--- src/rtl/perf_mon_pkg.sv ---
// rtl/perf_mon_pkg.sv - shared mode/state types and reset defaults for perf_event_monitor
package perf_mon_pkg;

  typedef enum logic [1:0] {
    MODE_OFF   = 2'b00,
    MODE_LEVEL = 2'b01,
    MODE_EDGE  = 2'b10,
    MODE_CYCLE = 2'b11
  } mode_e;

  typedef enum logic [1:0] {
    ST_IDLE   = 2'b00,
    ST_RUN    = 2'b01,
    ST_HALTED = 2'b10
  } state_e;

  // Channel 0 tracks total run cycles out of reset; the rest count event levels.
  localparam mode_e MODE_RST_CH0   = MODE_CYCLE;
  localparam mode_e MODE_RST_OTHER = MODE_LEVEL;

endpackage

--- src/rtl/perf_counter_ch.sv ---
// rtl/perf_counter_ch.sv - one event channel: mode, counter, edge detect, overflow, shadow (PERF_MON_THRESH_IRQ_EN adds threshold hit)
module perf_counter_ch
  import perf_mon_pkg::*;
#(
  parameter int         CNT_W    = 16,
  parameter int         SAT_MODE = 0,
  parameter logic [1:0] RST_MODE = MODE_LEVEL
) (
  input  logic             clk,
  input  logic             RST_N,
  input  logic             run,
  input  logic             clear,
  input  logic             event_in,
  input  logic             cfg_we,
  input  logic [1:0]       cfg_mode,
  input  logic             snap,
`ifdef PERF_MON_THRESH_IRQ_EN
  input  logic [CNT_W-1:0] thresh,
  output logic             thresh_hit,
`endif
  output logic [CNT_W-1:0] cnt,
  output logic [CNT_W-1:0] shadow,
  output logic             ovf
);

  mode_e            mode_q;
  logic             ev_prev_q;
  logic [CNT_W-1:0] cnt_q;
  logic [CNT_W-1:0] shadow_q;
  logic             ovf_q;
  logic             inc;
  logic             all_ones;

  // Mode decode: decide whether this cycle produces an increment (current mode applies).
  always_comb begin
    inc = 1'b0;
    case (mode_q)
      MODE_LEVEL: inc = event_in;
      MODE_EDGE:  inc = event_in && !ev_prev_q;
      MODE_CYCLE: inc = 1'b1;
      default:    inc = 1'b0;
    endcase
    inc      = inc && run;
    all_ones = &cnt_q;
  end

  // Counter, overflow, mode and shadow state; clear beats increment, snapshot sees pre-update value.
  always_ff @(posedge clk) begin
    if (!RST_N) begin
      mode_q    <= mode_e'(RST_MODE);
      ev_prev_q <= 1'b0;
      cnt_q     <= '0;
      shadow_q  <= '0;
      ovf_q     <= 1'b0;
    end else begin
      ev_prev_q <= event_in;
      if (cfg_we) mode_q <= mode_e'(cfg_mode);
      if (snap) shadow_q <= cnt_q;
      if (clear) begin
        cnt_q <= '0;
        ovf_q <= 1'b0;
      end else if (inc) begin
        if (all_ones) begin
          ovf_q <= 1'b1;
          cnt_q <= (SAT_MODE != 0) ? cnt_q : '0;
        end else begin
          cnt_q <= cnt_q + CNT_W'(1);
        end
      end
    end
  end

`ifdef PERF_MON_THRESH_IRQ_EN
  logic upd_q;

  // Remember that the counter value actually changed, so a match means "just arrived at threshold".
  always_ff @(posedge clk) begin
    if (!RST_N) upd_q <= 1'b0;
    else        upd_q <= !clear && inc && !((SAT_MODE != 0) && all_ones);
  end

  assign thresh_hit = upd_q && (cnt_q == thresh);
`endif

  assign cnt    = cnt_q;
  assign shadow = shadow_q;
  assign ovf    = ovf_q;

endmodule

--- src/rtl/perf_event_monitor.sv ---
// rtl/perf_event_monitor.sv - run/halt FSM, config decode and read mux over NUM_CH counters (optional PERF_MON_THRESH_IRQ_EN)
module perf_event_monitor
  import perf_mon_pkg::*;
#(
  parameter int NUM_CH   = 4,
  parameter int CNT_W    = 16,
  parameter int SAT_MODE = 0,
  parameter int SEL_W    = $clog2(NUM_CH)
) (
  input  logic              clk,
  input  logic              RST_N,
  input  logic              start_i,
  input  logic              halt_i,
  input  logic              clear_i,
  input  logic [NUM_CH-1:0] event_i,
  input  logic              cfg_we_i,
  input  logic [SEL_W-1:0]  cfg_ch_i,
  input  logic [1:0]        cfg_mode_i,
  input  logic              snap_req_i,
  output logic              snap_ack_o,
  input  logic [SEL_W-1:0]  rd_sel_i,
  input  logic              rd_shadow_i,
  output logic [CNT_W-1:0]  rd_data_o,
  output logic [NUM_CH-1:0] ovf_o,
`ifdef PERF_MON_THRESH_IRQ_EN
  input  logic              thresh_we_i,
  input  logic [CNT_W-1:0]  thresh_i,
  output logic              irq_o,
`endif
  output logic [1:0]        state_o
);

  state_e           state_q, state_d;
  logic             run;
  logic             snap_ack_q;
  logic [CNT_W-1:0] rd_data_q, rd_data_d;
  logic [CNT_W-1:0] cnt_w    [NUM_CH];
  logic [CNT_W-1:0] shadow_w [NUM_CH];

  // State register.
  always_ff @(posedge clk) begin
    if (!RST_N) state_q <= ST_IDLE;
    else        state_q <= state_d;
  end

  // Next state: clear dominates; HALTED is left only by clear.
  always_comb begin
    state_d = state_q;
    if (clear_i) begin
      state_d = ST_IDLE;
    end else begin
      case (state_q)
        ST_IDLE:   if (start_i) state_d = ST_RUN;
        ST_RUN:    if (halt_i)  state_d = ST_HALTED;
        ST_HALTED: state_d = ST_HALTED;
        default:   state_d = ST_IDLE;
      endcase
    end
  end

  assign run = (state_q == ST_RUN);

`ifdef PERF_MON_THRESH_IRQ_EN
  logic [NUM_CH-1:0] hit_w;
  logic [CNT_W-1:0]  thresh_q;
  logic              irq_q;
`endif

  for (genvar g = 0; g < NUM_CH; g++) begin : g_ch
    perf_counter_ch #(
      .CNT_W   (CNT_W),
      .SAT_MODE(SAT_MODE),
      .RST_MODE((g == 0) ? MODE_RST_CH0 : MODE_RST_OTHER)
    ) u_ch (
      .clk       (clk),
      .RST_N     (RST_N),
      .run       (run),
      .clear     (clear_i),
      .event_in  (event_i[g]),
      .cfg_we    (cfg_we_i && (cfg_ch_i == SEL_W'(g))),
      .cfg_mode  (cfg_mode_i),
      .snap      (snap_req_i),
`ifdef PERF_MON_THRESH_IRQ_EN
      .thresh    (thresh_q),
      .thresh_hit(hit_w[g]),
`endif
      .cnt       (cnt_w[g]),
      .shadow    (shadow_w[g]),
      .ovf       (ovf_o[g])
    );
  end

  // Read mux: unmatched selects (>= NUM_CH) fall through to zero.
  always_comb begin
    rd_data_d = '0;
    for (int i = 0; i < NUM_CH; i++) begin
      if (rd_sel_i == SEL_W'(i)) rd_data_d = rd_shadow_i ? shadow_w[i] : cnt_w[i];
    end
  end

  // Registered read data and snapshot acknowledge.
  always_ff @(posedge clk) begin
    if (!RST_N) begin
      rd_data_q  <= '0;
      snap_ack_q <= 1'b0;
    end else begin
      rd_data_q  <= rd_data_d;
      snap_ack_q <= snap_req_i;
    end
  end

`ifdef PERF_MON_THRESH_IRQ_EN
  // Common threshold register and sticky interrupt level.
  always_ff @(posedge clk) begin
    if (!RST_N) begin
      thresh_q <= '1;
      irq_q    <= 1'b0;
    end else begin
      if (thresh_we_i) thresh_q <= thresh_i;
      if (clear_i)     irq_q <= 1'b0;
      else if (|hit_w) irq_q <= 1'b1;
    end
  end

  assign irq_o = irq_q;
`endif

  assign rd_data_o  = rd_data_q;
  assign snap_ack_o = snap_ack_q;
  assign state_o    = state_q;

endmodule

--- config.mk ---
export PLATFORM = sky130hd
export DESIGN_NAME = perf_event_monitor
export DESIGN_NICKNAME = d
export VERILOG_FILES = /design/src/rtl/perf_mon_pkg.sv /design/src/rtl/perf_counter_ch.sv /design/src/rtl/perf_event_monitor.sv
export SDC_FILE = /design/constraint.sdc
export NUM_CORES = 1
export LEC_CHECK = 0
export ABC_AREA = 1
export CAP_MARGIN = 5
export CORE_MARGIN = 2
export CORE_UTILIZATION = 35
export DETAILED_ROUTE_END_ITERATION = 8
export GPL_TIMING_DRIVEN = 0
export SLEW_MARGIN = 20
export SYNTH_ARGS = -nofsm -noshare
export SYNTH_HDL_FRONTEND = slang
export SYNTH_SLANG_ARGS = --single-unit
export TNS_END_PERCENT = 1
--- constraint.sdc ---
create_clock -name clk -period 1.6 [get_ports clk]
set_input_delay 0.4 -clock clk [delete_from_list [all_inputs] [get_ports clk]]
set_output_delay 0.4 -clock clk [all_outputs]
set_load 0.02 [all_outputs]
Word-level counts from Yosys, hierarchy flattened
Index checks and enable logic that the tools add are counted.

word-level totals
  register bits after elaboration = 163
  bits of input ports = 18
  output and inout bits = 23
  word-level logic and storage cells = 98

operators by class
  add/sub/neg operators = 4
  eq/ne operators = 22
  muxes and demuxes = 19
  bitwise operators = 1
  reduce and logical (&&, ||, !) cells = 29

operators by type and width
  operator                                       count
  2-to-1 mux 16 bit                              12
  AND reduction 17 bit                           4
  adder 16 x 1 -> 16 bit, second input constant  4
  AND reduction 16 bit                           4
  == test 2 bit, second input constant           13
  == test 2 x 1 -> 1 bit, second input constant  7
  logical AND 1 bit                              12
  one-hot mux 1 bit (3 select lines)             4
  zero test 2 bit                                3
  one-hot mux 2 bit (3 select lines)             1
  zero test 1 bit                                4
  2-to-1 mux 2 bit                               2
  inequality test 2 bit, second input constant   2
  AND reduction 2 bit                            1
  OR reduction 2 bit                             1
  inverter 1 bit                                 1

Logic depth before layout (Yosys ltp)
Gate-level depths: netlist (run 1).

  depth in word-level cells = 5
  depth in mapped cells = 10
  depth with buffers taken out = 10

Hierarchy
Synthesis (run 1) repeated with hierarchy kept, for this count alone.

second synthesis, totals
  cells, all modules = 1321
  area total of the unflattened synthesis = 8644.5 µm²

modules (own cells, without submodules)
  module                              instances  cells each  area each (µm²)  seq. area each (µm²)
  perf_counter_ch (g_ch[1].u_ch ...)  3          237         1642.8           720.7
  perf_event_monitor                  1          376         2049.5           380.4
  perf_counter_ch (g_ch[0].u_ch)      1          234         1666.6           720.7

Least setup slack after synthesis (run 1)
Ideal clock, no wire load.

  kind = flip-flop to flip-flop
  start point = reg state_q[1] (netlist: state_o[1])
  end point = reg g_ch[0].u_ch.cnt_q[15]
  library setup time = 0.064 ns
  arrival time = 1.447 ns
  required time = 1.536 ns
  path slack = 0.089 ns
  stages on the path, launching flop included = 10
  buffers on the path = 2
  period minus slack after synthesis = 1.511 ns
  path through = dfxtp_1 -> inv_1 -> ha_1 -> buf_4 -> nand3_2 -> buf_2 -> nor2_1 -> nor2_1 -> nand2_1 -> nor2_1

on the way
  word-level cells in the longest chain between the ends = 2

ends and longest elaborated chain
  what                      RTL line                  text
  start: declaration        perf_event_monitor.sv:33  state_e state_q, state_d;
  start signal: assignment  perf_event_monitor.sv:43  else state_q <= state_d;
  == test 2 x 1 -> 1 bit    perf_event_monitor.sv:61  assign run = (state_q == ST_RUN);
  logical AND 1 bit         perf_counter_ch.sv:43     inc = inc && run;
  end signal: assignment    perf_counter_ch.sv:65     cnt_q <= (SAT_MODE != 0) ? cnt_q : '0;
  end signal: assignment    perf_counter_ch.sv:67     cnt_q <= cnt_q + CNT_W'(1);
  end: declaration          perf_counter_ch.sv:28     logic [CNT_W-1:0] cnt_q;

Every way passes these cells.
A chain may end at the register's enable or synchronous reset.

Final worst setup path (run 1)
  start point = reg state_q[0] (netlist: state_o[0])
  end point = out state_o[0]

RTL lines
  what              RTL line                  text
  end: declaration  perf_event_monitor.sv:30  output logic [1:0] state_o

No word-level cell between the ends.

==> results of run 1 <==
## area by class of cell
class                   instances  share of cell area, %
plain buffers                  52                   2.96
clock buffers                  20                   4.84
multi-input cells             793                   42.5
clock inverters                11                   1.62
well taps                     280                   3.71
flip-flops and latches        163                   34.7
inverters                     125                   4.97
repair buffers                 48                   4.70
## sequential cells by signal (all words and copies together) (netlist names)
signal               flops
g_ch.u_ch.cnt           64
g_ch.u_ch.shadow        64
rd_data_o               16
g_ch.u_ch.mode_q         8
g_ch.u_ch.ev_prev_q      4
g_ch.u_ch.ovf            4
state_o                  2
snap_ack_o               1
## cell families (layout without fill, tap and decap cells)
logic type,count (synthesis),in the layout
AO/OA/AOI/OAI,289,289
XOR/XNOR,15,15
adder cells (fa/ha/maj),6,6
buffers and inverters,177,256
flip-flops,163,163
AND/OR/NAND/NOR,483,483
## worst max path at each step
stage | startpoint | cells after the start | endpoint | slack (ps)
after detailed placement | rd_shadow_i | 7 | rd_data_o[8] | -750
after global placement | rd_shadow_i | 7 | rd_data_o[8] | -720
final | state_o[0] | 1 | state_o[0] | 60
after CTS | state_o[1] | 10 | g_ch[3].u_ch.cnt[9] | -50
after global routing | g_ch[3].u_ch.cnt[1] | 10 | g_ch[3].u_ch.cnt[4] | -40
after floorplan | state_o[1] | 9 | g_ch[0].u_ch.cnt[15] | 90
## metal layers
layer  global-route usage (%)  vias up
li1                         -     3836
met1                     30.0     3571
met2                     30.6      244
met3                     2.96       34
met4                     7.73        0
met5                        0        -
## stage by stage
| step | area (sq um) | hold WS, ps |
|---|---|---|
| 4_1_cts | 9250 | 421 |
| 3_3_place_gp | 8590 | 439 |
| 5_1_grt | 9440 | 464 |
| 3_5_place_dp | 8590 | 448 |
| 2_1_floorplan | 7850 | 425 |
| 6_report | 9440 | 425 |
## power by group through the flow
stage | logic, uW | clock network [uW] | registers (uW)
final | 857 | 4250 | 4240
after global routing | 938 | 4470 | 4250
after CTS | 810 | 4320 | 4240
after detailed placement | 809 | 0 | 4330
after global placement | 803 | 0 | 4330
after floorplan | 450 | 0 | 4360
## what timing repair did
| item | in CTS | in global routing |
|---|---|---|
| pin swaps | 1 | 5 |
| gates resized for setup | 55 | 37 |
| cloned | 0 | 1 |
| setup buffers | 0 | 8 |
| setup endpoints to repair | 87 | 87 |
## synth_stat cells, types with 12 or more instances
cell	n	area, sq um
inv_1	113	424
nor3_1	18	90.1
nand4_1	18	113
o21ai_0	136	681
xor2_1	14	123
nor2_1	166	623
nand2_1	195	732
nand3_1	45	225
buf_2	16	80.1
clkbuf_1	29	109
inv_2	12	45.0
nor2_2	15	93.8
a21oi_1	115	576
dfxtp_1	163	3260
==> impl_metrics.csv, run 1 <==
group,metric,value,unit
clock_network,cts_tree,"done",
pwr,p_sw,2350,uW
placement,port_buffers,39,
yosys,synth_mux_area_share,0,%
timing,worstMarginPinSlew,588,ps
cells_and_area,regArea,3280,sq um
yosys,synth.avg_cell_area,6.93,sq um
grt,grt_start_max_net_pins,17,
timing,worst_slack,61.0,ps
worst_setup_path,critPathKind,"flip-flop to primary output",
timing,fmax,650,MHz
cells_and_area,mostFrequentLayoutCells,"192 x nand2_1, 161 x nor2_1, 157 x dfxtp_1",
yosys,syn_nets,1157,
detailed_routing,drt_iter0_markers,668,
pwr,power_frac_comb,9.2,%
cells_and_area,fin_cells,1492,
clock_network,cts_made_buffers,17,
clock_network,h-tree-depth,4,
detailed_routing,drc_errors,0,
worst_setup_path,path_cells,"dlygate4sd2_1",
yosys,synth_compound_area_share,19.3,%
yosys,yosysWarnings,0,
detailed_routing,dr_total_vias,7685,
detailed_routing,wl,24000,microns
worst_setup_path,critical_path_required,1200,ps
cells_and_area,fin_nets,1224,
worst_setup_path,cp.arrival,1140,ps
clock_network,path_clk_slew,60,ps
timing,max-slew-margin-rel,60.8,%
timing,clock_skew,10.5,ps
detailed_routing,vias_per_cell,5.15,
die,dieArea,23600,sq um
detailed_routing,wl_per_cell,16.1,microns
pwr,power,9350,uW
timing,setup-tns-final,0,ps
detailed_routing,met3_length,1410,microns
die,core,21900,sq um
grt,antenna_found_initial,0,
placement,hpwl,17700,microns
cells_and_area,final_layout_size_suffix_gt1_share,12.6,%
worst_setup_path,r2r_end,"g_ch[3].u_ch.cnt[13]",
min_path,holdCritPathClass,"input port to flip-flop",
die,die_h,154,microns
die,rows,54,
min_path,min_path_cells,3,
worst_setup_path,cp_max_fo,3,
grt,grt_pass1_wl,38200,microns
clock_network,cts_max_path_buffers,2,
yosys,synthFlopType,"dfxtp_1",
yosys,synth_seq_area_share,41.6,%
detailed_routing,drt-met1-wl,11600,microns
worst_setup_path,rr_worst_depth,11,
worst_setup_path,cp_slowest_stage_delay,360,ps
worst_setup_path,crit_family,"flip-flops",
worst_setup_path,end_kind,"primary output",
timing,setup_viol,0,
worst_setup_path,slowest_stage,"dfxtp_2",
cells_and_area,fin_util,43.1,%
placement,placed_cells,1452,
clock_network,worstSkewPairLatency,430,ps
grt,track_usage,20.5,%
die,dieWidth,154,microns
clock_network,cts_hold_buf,0,
timing,min_period,1540,ps
yosys,async_flop_share,0,%
yosys,synth_top_family_by_area,"simple AND/OR/NAND/NOR gates",
cells_and_area,final_common_cell,"nand2_1",
yosys,synth_simple_gate_area_share,27.5,%
yosys,synth_fa_ha_area_share,0.956,%
detailed_routing,first_pass_iters,5,
run_status,status,"finished, final reports clean",
yosys,synth_seq_cells,163,
yosys,synth_cells,1133,
pwr,p_int,7000,uW
pwr,swShare,25.1,%
timing,rsz0062_at_grt,"true",
worst_setup_path,path_buf_inv,1,
worst_setup_path,r2r_setup_slack,80,ps
cells_and_area,fillCellCount,2321,
die,start_util,35.9,%
worst_setup_path,setup.worst_path.start_class,"flip-flop",
detailed_routing,met2_length,10400,microns
yosys,synth_edf_count,0,
min_path,worstHoldStart,"RST_N",
worst_setup_path,reg2reg_from,"state_o[1]",
yosys,synth-xor-area-share,1.67,%
pwr,ir_drop,0.000653,V
grt,overflow,0,
clock_network,cts.sinks,163,
timing,period_share,96.2,%
clock_network,clockRootBuffer,"clkbuf_16",
pwr,pwr-share-clk,45.5,%
pwr,seq_power_share,45.3,%
placement,pre_cts_slack,-747,ps
grt,grt_pass1_vias,7006,
cells_and_area,antenna_cells,0,
timing,hold_viol_final,0,
min_path,whs_endpoint,"rd_data_o[15]",
timing,drv_slew,0,
placement,gp_congestion,0.885,
yosys,ys_types,37,
yosys,synth_area,7850,sq um
detailed_routing,ant_nets,0,
die,ioPinCount,41,
pwr,powerDensity,990,nW/um^2
pwr,p_leak,0.00364,uW
detailed_routing,highest_layer,"met4",
cells_and_area,multi_input_area,4010,sq um
flow_run,cap_violations,0,
cells_and_area,syn2layout_area_growth,20.3,%
Power figures use the tool's default switching activity.
==> inputs of run 2 (changes only) <==
--- a/config.mk
+++ b/config.mk
@@ -8,7 +8,7 @@
 export ABC_AREA = 1
 export CAP_MARGIN = 5
 export CORE_MARGIN = 2
-export CORE_UTILIZATION = 35
+export CORE_UTILIZATION = 33
 export DETAILED_ROUTE_END_ITERATION = 8
 export GPL_TIMING_DRIVEN = 0
 export SLEW_MARGIN = 20
==> impl_metrics.csv, run 2 (synthesized netlist as in run 1, its figures left out) <==
group,metric,value,unit
cells_and_area,mostFrequentLayoutCells,"192 x nand2_1, 162 x nor2_1, 158 x dfxtp_1",
placement,port_buffers,39,
cells_and_area,final_layout_size_suffix_gt1_share,11.5,%
clock_network,cts.sinks,163,
placement,placed_cells,1491,
worst_setup_path,cp_num_cells,1,
cells_and_area,antenna_cells,0,
worst_setup_path,critical_path_required,1200,ps
cells_and_area,syn2layout_area_growth,19.9,%
run_status,status,"finished, final reports clean",
timing,clock_skew,7.40,ps
detailed_routing,wl,24300,microns
clock_network,path_clk_slew,60,ps
detailed_routing,first_pass_iters,6,
cells_and_area,stdcell_area,9410,sq um
timing,max-slew-margin-rel,60.2,%
worst_setup_path,path_cells,"dlygate4sd2_1",
grt,grt_pass1_vias,6967,
die,dieArea,25000,sq um
timing,setup-tns-final,0,ps
clock_network,h-tree-depth,4,
cells_and_area,fin_nets,1216,
clock_network,cts_made_buffers,17,
worst_setup_path,slowest_stage,"dfxtp_2",
detailed_routing,drt_iter0_markers,721,
worst_setup_path,startpoint,"state_o[0]",
die,ioPinCount,41,
grt,track_usage,20.0,%
pwr,powerDensity,1010,nW/um^2
worst_setup_path,rr_worst_depth,10,
worst_setup_path,setup.worst_path.start_class,"flip-flop",
placement,placed_area,8640,sq um
clock_network,clockRootBuffer,"clkbuf_16",
min_path,worstHoldStart,"snap_req_i",
grt,grt_start_max_net_pins,17,
cells_and_area,fillCellCount,2513,
placement,hpwl,17700,microns
timing,min_period,1550,ps
worst_setup_path,reg2reg_from,"state_o[1]",
cells_and_area,final_common_cell,"nand2_1",
timing,worstMarginPinSlew,597,ps
worst_setup_path,critPathKind,"flip-flop to primary output",
worst_setup_path,end_kind,"primary output",
clock_network,cts_max_path_buffers,2,
pwr,ir_drop,0.000457,V
die,dieWidth,158,microns
detailed_routing,dr_total_vias,7711,
worst_setup_path,r2r_end,"g_ch[3].u_ch.cnt[15]",
clock_network,cts_tree,"done",
grt,overflow,0,
timing,fmax,647,MHz
timing,rsz0062_at_grt,"true",
die,start_util,33.5,%
worst_setup_path,cp_max_fo,3,
min_path,holdCritPathClass,"input port to flip-flop",
timing,setup_viol,0,
grt,antenna_found_initial,0,
detailed_routing,vias_per_cell,5.07,
timing,drv_slew,0,
detailed_routing,wl_per_cell,16.0,microns
timing,hold_viol_final,0,
worst_setup_path,path_buf_inv,1,
worst_setup_path,cp.arrival,1150,ps
detailed_routing,drc_errors,0,
timing,period_share,96.7,%
placement,gp_congestion,0.894,
die,rows,56,
worst_setup_path,crit_family,"flip-flops",
grt,grt_pass1_wl,38200,microns
detailed_routing,ant_nets,0,
die,die_h,158,microns
pwr,p_leak,0.00359,uW
min_path,min_path_cells,4,
flow_run,cap_violations,0,
min_path,whs_endpoint,"g_ch[0].u_ch.shadow[3]",
cells_and_area,fin_cells,1522,
die,core,23400,sq um
worst_setup_path,cp_slowest_stage_delay,370,ps
clock_network,worstSkewPairLatency,430,ps
worst_setup_path,r2r_setup_slack,90,ps
## run 2: layer usage
layer / routed length [microns] / GRT usage (%) / vias up
met5: 0 / 0 / -
met4: 696 / 7.59 / 0
met3: 1650 / 3.78 / 41
met2: 10300 / 30.0 / 261
met1: 11600 / 28.3 / 3592
li1: - / - / 3817
## run 2: metrics by stage
stage	hold slack, ps	util, %	setup WS, ps	power [uW]
2_1_floorplan	425	-	89.3	4810
3_3_place_gp	439	36.9	-761	5140
3_5_place_dp	445	36.9	-739	5140
4_1_cts	424	39.8	-136	9560
5_1_grt	459	40.2	-2.50	9860
6_report	435	40.2	53.4	9540
## run 2: what timing repair did
action	4_1_cts	5_1_grt
resized for setup	56	30
buffers inserted	0	1
setup endpoints to repair	90	64
hold buffers	0	0
pin swaps	1	3
## run 2: report_power, final
group / switching [uW] / internal (uW)
clock: 1680 / 2790
sequential: 58.3 / 4190
combinational: 574 / 263
## run 2: final cells by class
type | instances | area [sq um] | area share (%)
multi-input combinational | 793 | 3990 | 42.4
sequential | 163 | 3270 | 34.8
inverter | 125 | 469 | 4.99
clock buffer | 20 | 447 | 4.75
tap | 319 | 399 | 4.24
timing repair buffer | 40 | 363 | 3.86
buffer | 52 | 285 | 3.03
clock inverter | 10 | 183 | 1.94
## run 2: how the worst max path moves through the flow
stage / to / slack (ps)
floorplan: g_ch[0].u_ch.cnt[15] / 90
global placement: rd_data_o[2] / -760
detailed placement: rd_data_o[14] / -740
CTS: rd_data_o[13] / -140
global route: g_ch[1].u_ch.cnt[0] / -2
finish: state_o[0] / 50
## run 2: worst min-delay path, stage by stage
cell    delay, ps
buf_2         170
inv_1         130
nor2_1         50
nor2_1         80
==> inputs of run 3 (changes only) <==
--- a/config.mk
+++ b/config.mk
@@ -5,7 +5,6 @@
 export SDC_FILE = /design/constraint.sdc
 export NUM_CORES = 1
 export LEC_CHECK = 0
-export ABC_AREA = 1
 export CAP_MARGIN = 5
 export CORE_MARGIN = 2
 export CORE_UTILIZATION = 33
==> impl_metrics.csv, run 3 <==
group,metric,value,unit
yosys,yosysWarnings,0,
grt,overflow,0,
yosys,synth.avg_cell_area,10.4,sq um
yosys,synth_seq_area_share,42.1,%
die,start_util,33.3,%
timing,worstMarginPinSlew,935,ps
grt,antenna_found_initial,0,
timing,min_period,1920,ps
detailed_routing,wl_per_cell,18.0,microns
min_path,holdCritPathClass,"input port to flip-flop",
yosys,synthFlopType,"dfxtp_1",
worst_setup_path,cp.arrival,2290,ps
timing,max-slew-margin-rel,37.7,%
die,core,23300,sq um
yosys,syn_nets,770,
worst_setup_path,setup.worst_path.start_class,"flip-flop",
die,dieWidth,157,microns
placement,hpwl,14400,microns
timing,setup-tns-final,-8210,ps
yosys,synth.most_common_cell,"dfxtp_1",
yosys,synth_seq_cells,163,
timing,rsz0062_at_grt,"true",
detailed_routing,ant_nets,0,
detailed_routing,drt_iter0_markers,581,
run_status,status,"finished, violations left",
timing,worst_slack,-323,ps
cells_and_area,antenna_cells,0,
detailed_routing,dr_total_vias,5928,
pwr,p_sw,1990,uW
cells_and_area,final_common_cell,"dfxtp_1",
pwr,swShare,22.5,%
worst_setup_path,critPathKind,"flip-flop to flip-flop",
cells_and_area,stdcell_area,9540,sq um
clock_network,cts.sinks,163,
placement,pre_cts_slack,-1410,ps
timing,drv_slew,0,
yosys,netlist.area_leader.share,42.1,%
worst_setup_path,cp_slowest_stage_delay,520,ps
clock_network,h-tree-depth,4,
clock_network,path_clk_slew,60,ps
yosys,synth_cells,746,
yosys,async_flop_share,0,%
worst_setup_path,crit_family,"compound AO/OA/AOI/OAI gates",
pwr,p_leak,0.00338,uW
flow_run,cap_violations,0,
yosys,synth_edf_count,0,
detailed_routing,vias_per_cell,5.15,
worst_setup_path,cp_max_fo,8,
detailed_routing,drc_errors,0,
grt,grt_start_max_net_pins,17,
pwr,power_frac_comb,6.2,%
detailed_routing,first_pass_iters,5,
yosys,ys_top_cells_by_area,"dfxtp_1 42%, mux2i_1 12%, mux4_2 9.0%",
pwr,seq_power_share,46.1,%
clock_network,cts_max_path_buffers,2,
grt,track_usage,17.5,%
placement,placed_area,8530,sq um
die,dieArea,24700,sq um
clock_network,worstSkewPairLatency,430,ps
worst_setup_path,critical_path_required,1960,ps
timing,fmax,520,MHz
cells_and_area,syn2layout_area_growth,23.2,%
worst_setup_path,end_kind,"flip-flop",
yosys,synth_area,7750,sq um
timing,hold_viol_final,0,
die,rows,56,
grt,grt_pass1_vias,5652,
clock_network,clockRootBuffer,"clkbuf_16",
cells_and_area,mostFrequentLayoutCells,"133 x dfxtp_1, 91 x mux2i_1, 85 x nor2b_1",
worst_setup_path,path_cells,"inv_4 > ha_4 > buf_12 > o211ai_4 > a2111o_1 > or4_1 > a21oi_1",
yosys,synthTopCellsByCount,"163 x dfxtp_1, 92 x mux2i_1, 85 x nor2b_1",
pwr,powerDensity,927,nW/um^2
pwr,ir_drop,0.000749,V
cells_and_area,final_layout_size_suffix_gt1_share,21.7,%
cells_and_area,fin_util,41.0,%
clock_network,cts_made_buffers,17,
pwr,p_int,6860,uW
run_status,violations,"setup timing",
placement,port_buffers,37,
clock_network,cts_tree,"done",
cells_and_area,fin_nets,842,
detailed_routing,wl,20700,microns
die,die_h,157,microns
timing,clock_skew,8.79,ps
yosys,synth_area_leader_cell,"dfxtp_1",
die,ioPinCount,41,
pwr,pwr-share-clk,47.8,%
placement,gp_congestion,0.820,
worst_setup_path,path_buf_inv,2,
timing,period_share,120,%
clock_network,cts_hold_buf,0,
grt,grt_pass1_wl,32500,microns
worst_setup_path,slowest_stage,"a2111o_1",
timing,setup_viol,58,
yosys,ys_types,60,
## run 3: cell type report
cell class	count	area [sq um]
tap	319	399
buffer	43	288
clock buffer	22	474
inverter	16	62.6
sequential	163	3320
timing repair buffer	54	473
fill	2330	13700
clock inverter	10	130
multi-input combinational	523	4390
## run 3: path summary, 6_finish.rpt
path                            depth (start not counted)  slack (ps)                endpoint             start
worst max-delay path                                    7        -320    g_ch[3].u_ch.cnt[14]        state_o[1]
worst min-delay path                                    2         370  g_ch[2].u_ch.ev_prev_q        event_i[2]
worst max register to register                          7        -320    g_ch[3].u_ch.cnt[14]        state_o[1]
worst min register to register                          1         470        g_ch[1].u_ch.ovf  g_ch[1].u_ch.ovf
## run 3: timing repair
action                                 CTS  global route
endpoints found under the hold margin    0             0
pin swaps                               26            18
setup endpoints to repair              118           120
setup buffers                           14             3
resized for setup                       96            44
## run 3: power by group through the flow
stage,sequential (uW),clock [uW],combinational [uW]
finish,4080,4230,546
global route,4080,4490,581
CTS,4090,4310,534
detailed placement,4180,0,493
global placement,4180,0,493
floorplan,4180,0,315
## run 3: metal layers
metal | up-vias | track usage, % | share of wire [%]
li1 | 2874 | - | -
met1 | 2884 | 24.7 | 48
met2 | 144 | 27.1 | 46
met3 | 26 | 3.41 | 4.2
met4 | 0 | 5.63 | 1.6
met5 | - | 0 | 0
## run 3: kinds of logic after synthesis
| group | count (synthesis) | synth area share (%) |
|---|---|---|
| buffers and inverters | 60 | 3.55 |
| xor gates and xnor gates | 26 | 2.94 |
| adders and majority gates | 6 | 0.969 |
| muxes | 124 | 21.2 |
| AOI/OAI and AO/OA | 120 | 10.4 |
| DFF | 163 | 42.1 |
| and+or+nand+nor | 247 | 18.8 |
## run 3: metrics by stage
stage	hold WS, ps	total power [uW]	instances
floorplan	441	4500	746
global placement	453	4670	1102
detailed placement	459	4670	1102
CTS	354	8930	1147
global route	401	9150	1150
finish	366	8850	1150
